<file path="config.mk">
export PLATFORM = sky130hd
export DESIGN_NAME = dcache_wb_buffer
export DESIGN_NICKNAME = d
export VERILOG_FILES = /design/src/rtl/dcache_wb_buffer.sv
export SDC_FILE = /design/constraint.sdc
export NUM_CORES = 1
export LEC_CHECK = 0
export BUFFER_PORTS_ARGS = -buffer_cell sky130_fd_sc_hd__clkbuf_2
export CORE_MARGIN = 3
export CORE_UTILIZATION = 40
export CTS_CLUSTER_DIAMETER = 120
export CTS_CLUSTER_SIZE = 10
export DETAILED_ROUTE_END_ITERATION = 6
export GPL_TIMING_DRIVEN = 0
export PLACE_DENSITY_LB_ADDON = 0.3
export SLEW_MARGIN = 15
export SYNTH_ARGS = -nofsm -noshare
export SYNTH_HDL_FRONTEND = slang
export SYNTH_SLANG_ARGS = --single-unit
</file>
<file path="constraint.sdc">
create_clock -name clk -period 2 [get_ports clk]
set_input_delay 0.6 -clock clk [delete_from_list [all_inputs] [get_ports clk]]
set_output_delay 0.6 -clock clk [all_outputs]
set_load 0.005 [all_outputs]
</file>
<file path="src/rtl/dcache_wb_buffer.sv">
// Single-entry write buffer: holds one dcache line writeback or one uncached
// store and plays it out as a single AXI write burst (AW, W beats, B).
//
// state  | meaning
// IDLE   | buffer empty, wr_rdy high, accepts a request
// ADDR   | awvalid high, waiting for awready
// DATA   | wvalid high, beat counter selects the current word
// RESP   | bready high, waiting for bvalid
module dcache_wb_buffer #(
  parameter logic [3:0] AXI_ID = 4'd1
) (
  input  logic         clk,
  input  logic         reset,
  input  logic         wr_req,
  input  logic [2:0]   wr_type,
  input  logic [31:0]  wr_addr,
  input  logic [3:0]   wr_wstrb,
  input  logic [127:0] wr_data,
  output logic         wr_rdy,
  output logic [3:0]   awid,
  output logic [31:0]  awaddr,
  output logic [7:0]   awlen,
  output logic [2:0]   awsize,
  output logic [1:0]   awburst,
  output logic [1:0]   awlock,
  output logic [3:0]   awcache,
  output logic [2:0]   awprot,
  output logic         awvalid,
  input  logic         awready,
  output logic [3:0]   wid,
  output logic [31:0]  wdata,
  output logic [3:0]   wstrb,
  output logic         wlast,
  output logic         wvalid,
  input  logic         wready,
  input  logic [3:0]   bid,
  input  logic [1:0]   bresp,
  input  logic         bvalid,
  output logic         bready,
  input  logic [31:0]  chk_addr,
  output logic         chk_hit
);

  typedef enum logic [1:0] {
    S_IDLE = 2'd0,
    S_ADDR = 2'd1,
    S_DATA = 2'd2,
    S_RESP = 2'd3
  } state_t;

  state_t         r_state;
  logic [1:0]     r_cnt;
  logic [2:0]     r_type;
  logic [31:0]    r_addr;
  logic [3:0]     r_wstrb;
  logic [127:0]   r_data;

  logic           w_line;
  logic           w_wlast;
  logic [2:0]     w_type_norm;
  logic           w_unused;

  // Unrecognised encodings are stored as a word store so the AXI side only
  // ever sees the four legal kinds.
  always_comb begin
    w_type_norm = 3'b010;
    case (wr_type)
      3'b000, 3'b001, 3'b010, 3'b100: w_type_norm = wr_type;
      default:                        w_type_norm = 3'b010;
    endcase
  end

  assign w_line  = (r_type == 3'b100);
  assign w_wlast = w_line ? (r_cnt == 2'd3) : 1'b1;

  always_ff @(posedge clk) begin
    if (reset) begin
      r_state <= S_IDLE;
      r_cnt   <= 2'd0;
      r_type  <= 3'd0;
      r_addr  <= 32'd0;
      r_wstrb <= 4'd0;
      r_data  <= 128'd0;
    end else begin
      case (r_state)
        S_IDLE: begin
          if (wr_req) begin
            r_type  <= w_type_norm;
            r_addr  <= wr_addr;
            r_wstrb <= wr_wstrb;
            r_data  <= wr_data;
            r_state <= S_ADDR;
          end
        end
        S_ADDR: begin
          if (awready) begin
            r_cnt   <= 2'd0;
            r_state <= S_DATA;
          end
        end
        S_DATA: begin
          if (wready) begin
            if (w_wlast) r_state <= S_RESP;
            else         r_cnt   <= r_cnt + 2'd1;
          end
        end
        S_RESP: begin
          if (bvalid) r_state <= S_IDLE;
        end
        default: r_state <= S_IDLE;
      endcase
    end
  end

  assign wr_rdy  = (r_state == S_IDLE);
  assign awvalid = (r_state == S_ADDR);
  assign wvalid  = (r_state == S_DATA);
  assign bready  = (r_state == S_RESP);

  assign awid    = AXI_ID;
  assign awaddr  = w_line ? {r_addr[31:4], 4'b0000} : r_addr;
  assign awlen   = w_line ? 8'd3 : 8'd0;
  assign awsize  = w_line ? 3'd2 : {1'b0, r_type[1:0]};
  assign awburst = 2'b01;
  assign awlock  = 2'b00;
  assign awcache = 4'b0000;
  assign awprot  = 3'b000;

  assign wid     = AXI_ID;
  assign wdata   = w_line ? r_data[{r_cnt, 5'b00000} +: 32] : r_data[31:0];
  assign wstrb   = w_line ? 4'hf : r_wstrb;
  assign wlast   = w_wlast;

  // Line-granular for both write types so a refill never races a store.
  assign chk_hit = (r_state != S_IDLE) && (chk_addr[31:4] == r_addr[31:4]);

  // Any B response completes the write; ID and response code are not used.
  assign w_unused = ^{bid, bresp, chk_addr[3:0]};

endmodule

</file>
==> summary.md, run 1 <==
The tools report the maximum root-to-sink buffer count as 2. The most frequently used flop master after synthesis was sky130_fd_sc_hd__dfxtp_1. For the number of nets at the end of the flow, the log shows 1618. In this run the tool buffered the top-level ports with 277 buffer cells. The tools report the initial antenna violation count as 2. The reported leakage power was 5.16 nW. The kind of critical path was reg -> out. The tools report the total count of max-transition violations in the final report as 0. After detailed routing, the average wire length per cell comes to 17.0 um.

The share of post-route cells with drive strength above 1 works out to 38.8%. For flop-to-flop paths, the worst setup slack is 0.14 ns. For this design the top-level I/O count stands at 315.

The clock transition time at the flip-flop clock pins of the worst setup and hold paths is 0.08 ns, and the remaining global-route overflow is 0. During synthesis, Yosys emitted a total of 0 warnings. The flow ran to the end, but the final reports show violations.

Data arrival time of the worst path: 1.88 ns. The logs give 20600 um for the detailed-placement wirelength estimate and 0 for the hold violation count in the final report. Along the worst path, the maximum fanout reaches 5. The final reports fail on negative setup slack. For the final database, setup skew stands at 0.0117 ns. The tools report the number of CTS-inserted buffers as 17. The number of hold buffers added after CTS was 0.

The run gives 52 as the number of standard-cell rows in the floorplan. The logs give 54.3% for the tightest slew margin relative to the limit and 0.404 GHz for the timing-limited maximum frequency. The tool flagged a number of max-cap violations equal to 0. The total instance count after detailed placement came out at 1626. The via count of the first global-routing pass was 7875; the number of synthesized register bits was 171. The post-synthesis to final-layout area growth is 39.1%, and the utilization of the core after routing is 56.8%.

The average instance in the mapped netlist occupies 7.85 um2. From bottom edge to top edge, the die measures 150 um. Prior to clock tree synthesis, the placed netlist has a worst setup slack of -0.348 ns.

The area of the die was 0.0225 mm2. The slack of the critical path is -0.476 ns, and the final setup TNS is -14.57 ns. The largest vdd supply drop was 0.583 mV. The clock network latency to the later pin of the worst-skew pair came out at 0.44 ns. The worst setup path is launched from a register.

The post-route minimum period was 2.48 ns. Once layout is complete, the cells apart from fillers number 1685. The tools report the wire length of the first global-routing pass as 42600 um. The tools report the cell chosen for the clock root as sky130_fd_sc_hd__clkbuf_16. The initial detailed-routing violation count came out at 425. The slew at the pin closest to its max-slew limit was 0.686 ns; the largest net degree at the start of global routing was 17. Total power after layout: 12.2 mW. TritonCTS built the clock tree.

The count of unresolved DRC violations after routing was 0. The category of the worst setup path capture point was an output port. Across all hold checks on the routed design, the worst slack comes to 0.372 ns.

In this run, synthesis inferred 0 flip-flops with an integrated enable. The initial utilization of the core area, before any placement, comes to 40.8%. The core region is 0.0203 mm2.

Leaving out fill and tap cells, the most frequent cell in the layout is sky130_fd_sc_hd__nand2_1. The critical path data required time is 1.40 ns, and the detailed-route via count is 8367. After layout, the worst path uses 124% of the clock period.

Synthesis produced a netlist whose cell count is 1055. Setup violations remaining at the end of the flow were counted as 44. The synthesized cell area is 0.00828 mm2. Setup repair after global routing could not meet its margin everywhere. The H-tree was split into 4 levels. The weighted congestion reported at the end of routability-driven placement was 0.856; the horizontal die dimension was 150 um. Sequential cells were found to cover 41.3% of the synthesized design area. In the layout the commonest cells are sky130_fd_sc_hd__nand2_1, sky130_fd_sc_hd__clkbuf_2, sky130_fd_sc_hd__a21oi_1. The tools report the count of different cell masters after synthesis as 40. The final non-filler cell area came out at 0.0115 mm2. Of all flip-flops after synthesis, the portion carrying an async set or reset was 0%. The via density per instance came out at 4.97. Dividing total power by cell area gives a power density of 1060 mW/mm2.

The first detailed-routing pass ran for 5 iterations. The count of nets left with antenna violations once routing finished came out at 0. The post-detailed-placement cell area is 0.0101 mm2, and the total wire length is 28600 um. Across every metal layer, demand over resource in global routing totals 24.4%.

The total number of clock tree sinks is 171. The worst hold-check path type is in -> reg.
## Yosys cell counts (3+ instances only)
master,number,area (um2)
sky130_fd_sc_hd__inv_1,3,11.3
sky130_fd_sc_hd__or2_1,4,25.0
sky130_fd_sc_hd__nand2b_1,5,31.3
sky130_fd_sc_hd__xor2_1,17,149
sky130_fd_sc_hd__nand2_1,331,1240
sky130_fd_sc_hd__a22oi_2,30,375
sky130_fd_sc_hd__dfxtp_1,171,3420
sky130_fd_sc_hd__nor2b_1,37,231
sky130_fd_sc_hd__a21oi_1,167,836
sky130_fd_sc_hd__nand4_1,4,25.0
sky130_fd_sc_hd__o21ai_1,33,165
sky130_fd_sc_hd__buf_6,4,45.0
sky130_fd_sc_hd__o21ai_0,3,15.0
sky130_fd_sc_hd__nor2_1,5,18.8
sky130_fd_sc_hd__buf_1,3,11.3
sky130_fd_sc_hd__nor4_1,5,31.3
sky130_fd_sc_hd__buf_2,38,190
sky130_fd_sc_hd__clkbuf_1,34,128
sky130_fd_sc_hd__xnor2_1,11,96.3
sky130_fd_sc_hd__ha_1,6,75.1
sky130_fd_sc_hd__buf_4,58,435
sky130_fd_sc_hd__a31oi_1,32,200
sky130_fd_sc_hd__a22oi_1,3,22.5
sky130_fd_sc_hd__mux2_2,30,338
## state kept, by name (all words and copies together) (netlist names)
name,flops
r_cnt,2
r_type,3
r_state,2
r_data,128
r_wstrb,4
r_addr,32
## kinds of logic after synthesis
kind of cell | count (synthesis) | synth area share [%]
buffers and inverters | 142 | 10.0
xor gates and xnor gates | 28 | 2.96
other | 2 | 0.0907
and+or+nand+nor | 400 | 20.2
adders and majority gates | 6 | 0.906
AOI/OAI and AO/OA | 274 | 20.1
DFF | 171 | 41.3
muxes | 32 | 4.35
## critical path, stage by stage, from the launching register on
cell and delay [ns]:
sky130_fd_sc_hd__dfxtp_2 0.32, sky130_fd_sc_hd__nand3b_4 0.16, sky130_fd_sc_hd__clkinv_4 0.08, sky130_fd_sc_hd__and2_4 0.19, sky130_fd_sc_hd__buf_12 0.13, sky130_fd_sc_hd__clkbuf_16 0.15, sky130_fd_sc_hd__a22oi_2 0.14, sky130_fd_sc_hd__o21ai_1 0.11
sky130_fd_sc_hd__buf_2 0.16
## what timing repair did
action	4_1_cts	5_1_grt
endpoints found under the setup margin	44	48
setup buffers	13	8
gates cloned	3	5
resized for setup	102	65
pin swaps	12	15
## path summary, 6_finish.rpt
| check | from | end | depth (start not counted) |
|---|---|---|---|
| setup / recovery | r_type[1]$_SDFFE_PP0P_ | wdata[30] | 8 |
| hold / removal | wr_addr[6] | r_addr[6]$_SDFFE_PP0P_ | 3 |
| setup reg to reg | r_state[0]$_SDFFE_PP0P_ | r_data[22]$_SDFFE_PP0P_ | 7 |
| hold reg to reg | r_addr[2]$_SDFFE_PP0P_ | r_addr[2]$_SDFFE_PP0P_ | 2 |
## area by class of cell
cell class,count,area (um2)
Timing Repair Buffer,305,1840
Multi-Input combinational cell,766,4310
Antenna cell,1,2.50
Fill cell,1940,8770
Clock inverter,13,159
Tap cell,270,338
Sequential cell,171,3440
Buffer,135,976
Clock buffer,19,443
Inverter,5,23.8
## per-layer routing
metal	part of all wire, %	routed length [um]	track usage, %	vias to the layer above
met1	43	12200	31.5	3848
met5	0.070	20	0	-
met4	2.1	606	8.01	2
met2	47	13500	40.2	340
li1	-	-	-	4135
met3	8.0	2280	5.66	42
## power breakdown
part	internal [mW]	total (mW)	switching, mW
clock	1.91	3.44	1.52
combinational	1.81	4.25	2.43
sequential	4.06	4.50	0.438
No activity file was read; power rests on OpenSTA's default activity.
==> run 2, diff against run 1 <==
--- a/config.mk
+++ b/config.mk
@@ -6,13 +6,13 @@
 export NUM_CORES = 1
 export LEC_CHECK = 0
 export BUFFER_PORTS_ARGS = -buffer_cell sky130_fd_sc_hd__clkbuf_2
-export CORE_MARGIN = 3
 export CORE_UTILIZATION = 40
 export CTS_CLUSTER_DIAMETER = 120
 export CTS_CLUSTER_SIZE = 10
 export DETAILED_ROUTE_END_ITERATION = 6
 export GPL_TIMING_DRIVEN = 0
 export PLACE_DENSITY_LB_ADDON = 0.3
+export SKIP_LAST_GASP = 1
 export SLEW_MARGIN = 15
 export SYNTH_ARGS = -nofsm -noshare
 export SYNTH_HDL_FRONTEND = slang
==> summary.md, run 2 (synthesis gave the netlist of run 1 again) <==
The remaining global-route overflow is 0. In this run the worst hold path is classified as in -> reg. Counting tap cells, the placed design contains a total of 1626 instances.

TritonCTS created 17 clock buffers. Wire length of the first global-routing pass: 41800 um. Across every metal layer, demand over resource in global routing totals 25.3%. For this run, global-route usage on met1 was measured as 31.4%. Clock-pin slew was measured on the worst setup and hold paths at 0.07 ns. The setup path with the least slack is of type reg -> out.

Data on the critical path is required at its endpoint by 1.40 ns. The maximum fanout count along the critical path was 7; the number of standard-cell rows in the floorplan was 52. In this run the static leakage power is 5.11 nW.

Buffers placed on the I/O ports in this run total 277. Across the run, the number of max-cap violations was 0. The register with the most flip-flops in the layout has 128 of them. The post-synthesis to final-layout area growth works out to 37.6%. met2 is the most crowded layer. The weighted congestion reported at the end of routability-driven placement came out at 0.833. Initial antenna violation count: 2. VDD sags by at most 0.609 mV. The finished cells cover 0.0114 mm2. After detailed routing, the number of vias per cell comes to 4.98. The tools report the tightest slew margin relative to the limit as 57.6%. Setup violations remaining at the end of the flow were counted as 44. 315 I/O pins were placed. After detailed routing, the number of remaining DRC violations is 0.

The slowest stage of the critical path belongs to the cell sky130_fd_sc_hd__dfxtp_4. r_data holds more flip-flops than any other register. The run gives 0.0107 ns as the worst clock skew.

The global routing met3 resource utilization is 6.11%. The tools report the clock network latency to the later pin of the worst-skew pair as 0.44 ns. For flop-to-flop paths, the worst setup slack is 0.20 ns. At the end of the flow, the number of nets in the layout was 1614.

For the timing-limited maximum frequency, the log shows 0.405 GHz. After filler insertion, the fill cell instance count of the layout stands at 1985. The critical path goes through buf_12, clkbuf_16, mux2_2, a22oi_2, o21ai_2, clkbuf_2. In this run, post-CTS hold repair placed 0 buffers.

In the final layout, the registers with the most flip-flops are r_data (128), r_addr (32), r_wstrb (4). For the maximum root-to-sink buffer count, the log shows 2. The nature of the critical path startpoint was a register. The placed instances occupy a cell area of 0.0101 mm2. The slack of the critical path was -0.467 ns.

In this run the critical register-to-register path is launched from r_state[0]$_SDFFE_PP0P_. For this run, the detailed router's first-pass iteration total came to 6. The share of post-route cells with drive strength above 1 is 38.4%, and the initial detailed-routing violation count is 414.

The tools report the global routing met2 resource utilization as 42.3%. The checks that failed: negative setup slack. The tools report the critical hold path startpoint as wr_data[113]. The via count of the first global-routing pass came out at 8018.

The total count of max-transition violations in the final report was 0. The tools report the hold violation count in the final report as 0. The power density over the cells came out at 1070 mW/mm2.

Leaving out fill and tap cells, the most frequent cell in the layout is sky130_fd_sc_hd__nand2_1. CTS built an H-tree with a depth of 4. The largest single stage delay on the critical path is 0.39 ns.

Setup repair after global routing could not meet its margin everywhere. Subtracting the final worst setup slack from the clock period gives 2.47 ns. Horizontal die dimension: 146 um. The root buffer cell chosen for the clock tree is sky130_fd_sc_hd__clkbuf_16. The die covers 0.0213 mm2. Measured along the y axis, the die boundary spans 146 um. The number of standard cells in the layout, taps in and fillers out is 1682, and the slew at the pin closest to its max-slew limit is 0.636 ns. The final setup TNS came out at -16.34 ns. TritonCTS built the clock tree. The logs give 27900 um for the total wire length and 17 for the largest net degree at the start of global routing.

The detailed-route via count was 8372; the fraction of the cycle the final worst path needs was 123%. Total core area: 0.0203 mm2. For the residual antenna-violating net count after detailed routing, the log shows 0. The detail-routed net length per standard cell came out at 16.6 um.

STA classifies the critical path endpoint as an output port. In the layout the commonest cells are sky130_fd_sc_hd__nand2_1, sky130_fd_sc_hd__clkbuf_2, sky130_fd_sc_hd__a21oi_1. Once the floorplan was initialized, standard cells occupied 40.8% of the core. The run finished, with violations left.

At the worst endpoint, the arrival time is 1.87 ns. The wire-length estimate of the detail-placed layout is 19800 um. The clock drives 171 sinks. The most critical setup path has its startpoint at r_cnt[0]$_SDFFE_PP0P_.
[run 2: cell count changes in the layout (fill, tap and decap cells not counted), sizes merged]
cell	previous run	this run
clkinv	6	7
diode	1	2
buf	161	142
clkinvlp	0	1
inv	10	8
clkbuf	298	313
[run 2: metal layers]
metal  wire (um)  vias up
met5           0        -
met4         679        0
met3        1690       42
met2       13300      301
met1       12200     3892
li1            -     4137
[run 2: what timing repair did]
item / in CTS / in global routing
setup endpoints to repair: 44 / 52
gates resized for setup: 66 / 74
gates cloned: 2 / 6
pin swaps: 10 / 4
setup buffers: 14 / 2
endpoints found under the hold margin: 0 / 0
[run 2: worst paths after layout]
| check | to | depth (start not counted) |
|---|---|---|
| min | r_data[113]$_SDFFE_PP0P_ | 3 |
| max | wdata[27] | 6 |
| min reg2reg | r_addr[3]$_SDFFE_PP0P_ | 2 |
| max reg2reg | r_data[73]$_SDFFE_PP0P_ | 7 |
[run 2: worst max-delay path: cells and delay by family, from the launching register on]
| kind | cells | cell delay, ns |
|---|---|---|
| AO/OA/AOI/OAI | 2 | 0.25 |
| flip-flops | 1 | 0.39 |
| multiplexers | 1 | 0.34 |
| buffers and inverters | 3 | 0.46 |
[run 2: power by group]
group	switching (mW)	internal (mW)	total (mW)
clock network	1.52	1.91	3.43
logic	2.42	1.80	4.22
registers	0.445	4.06	4.51
[run 2: cell type report]
class                   count  area [um2]  share of cell area, %
repair buffers            300        1710                   15.0
clock buffers              19         443                   3.89
flip-flops and latches    171        3440                   30.2
well taps                 270         338                   2.96
inverters                   5        23.8                  0.209
diodes                      2        5.00                 0.0439
clock inverters            13         163                   1.43
multi-input cells         766        4300                   37.7
plain buffers             136         977                   8.57
[run 2: metrics by stage]
| stage | worst slack (ns) | hold slack [ns] | power (mW) | util [%] |
|---|---|---|---|---|
| 6_report | -0.467 | 0.377 | 12.2 | 56.1 |
| 5_1_grt | -0.595 | 0.373 | 12.8 | 56.1 |
| 4_1_cts | -0.497 | 0.364 | 12.1 | 54.6 |
| 3_5_place_dp | -0.409 | 0.443 | 8.56 | 49.8 |
| 3_3_place_gp | -0.418 | 0.438 | 8.49 | 49.8 |
| 2_1_floorplan | 0.00365 | 0.432 | 7.03 | - |
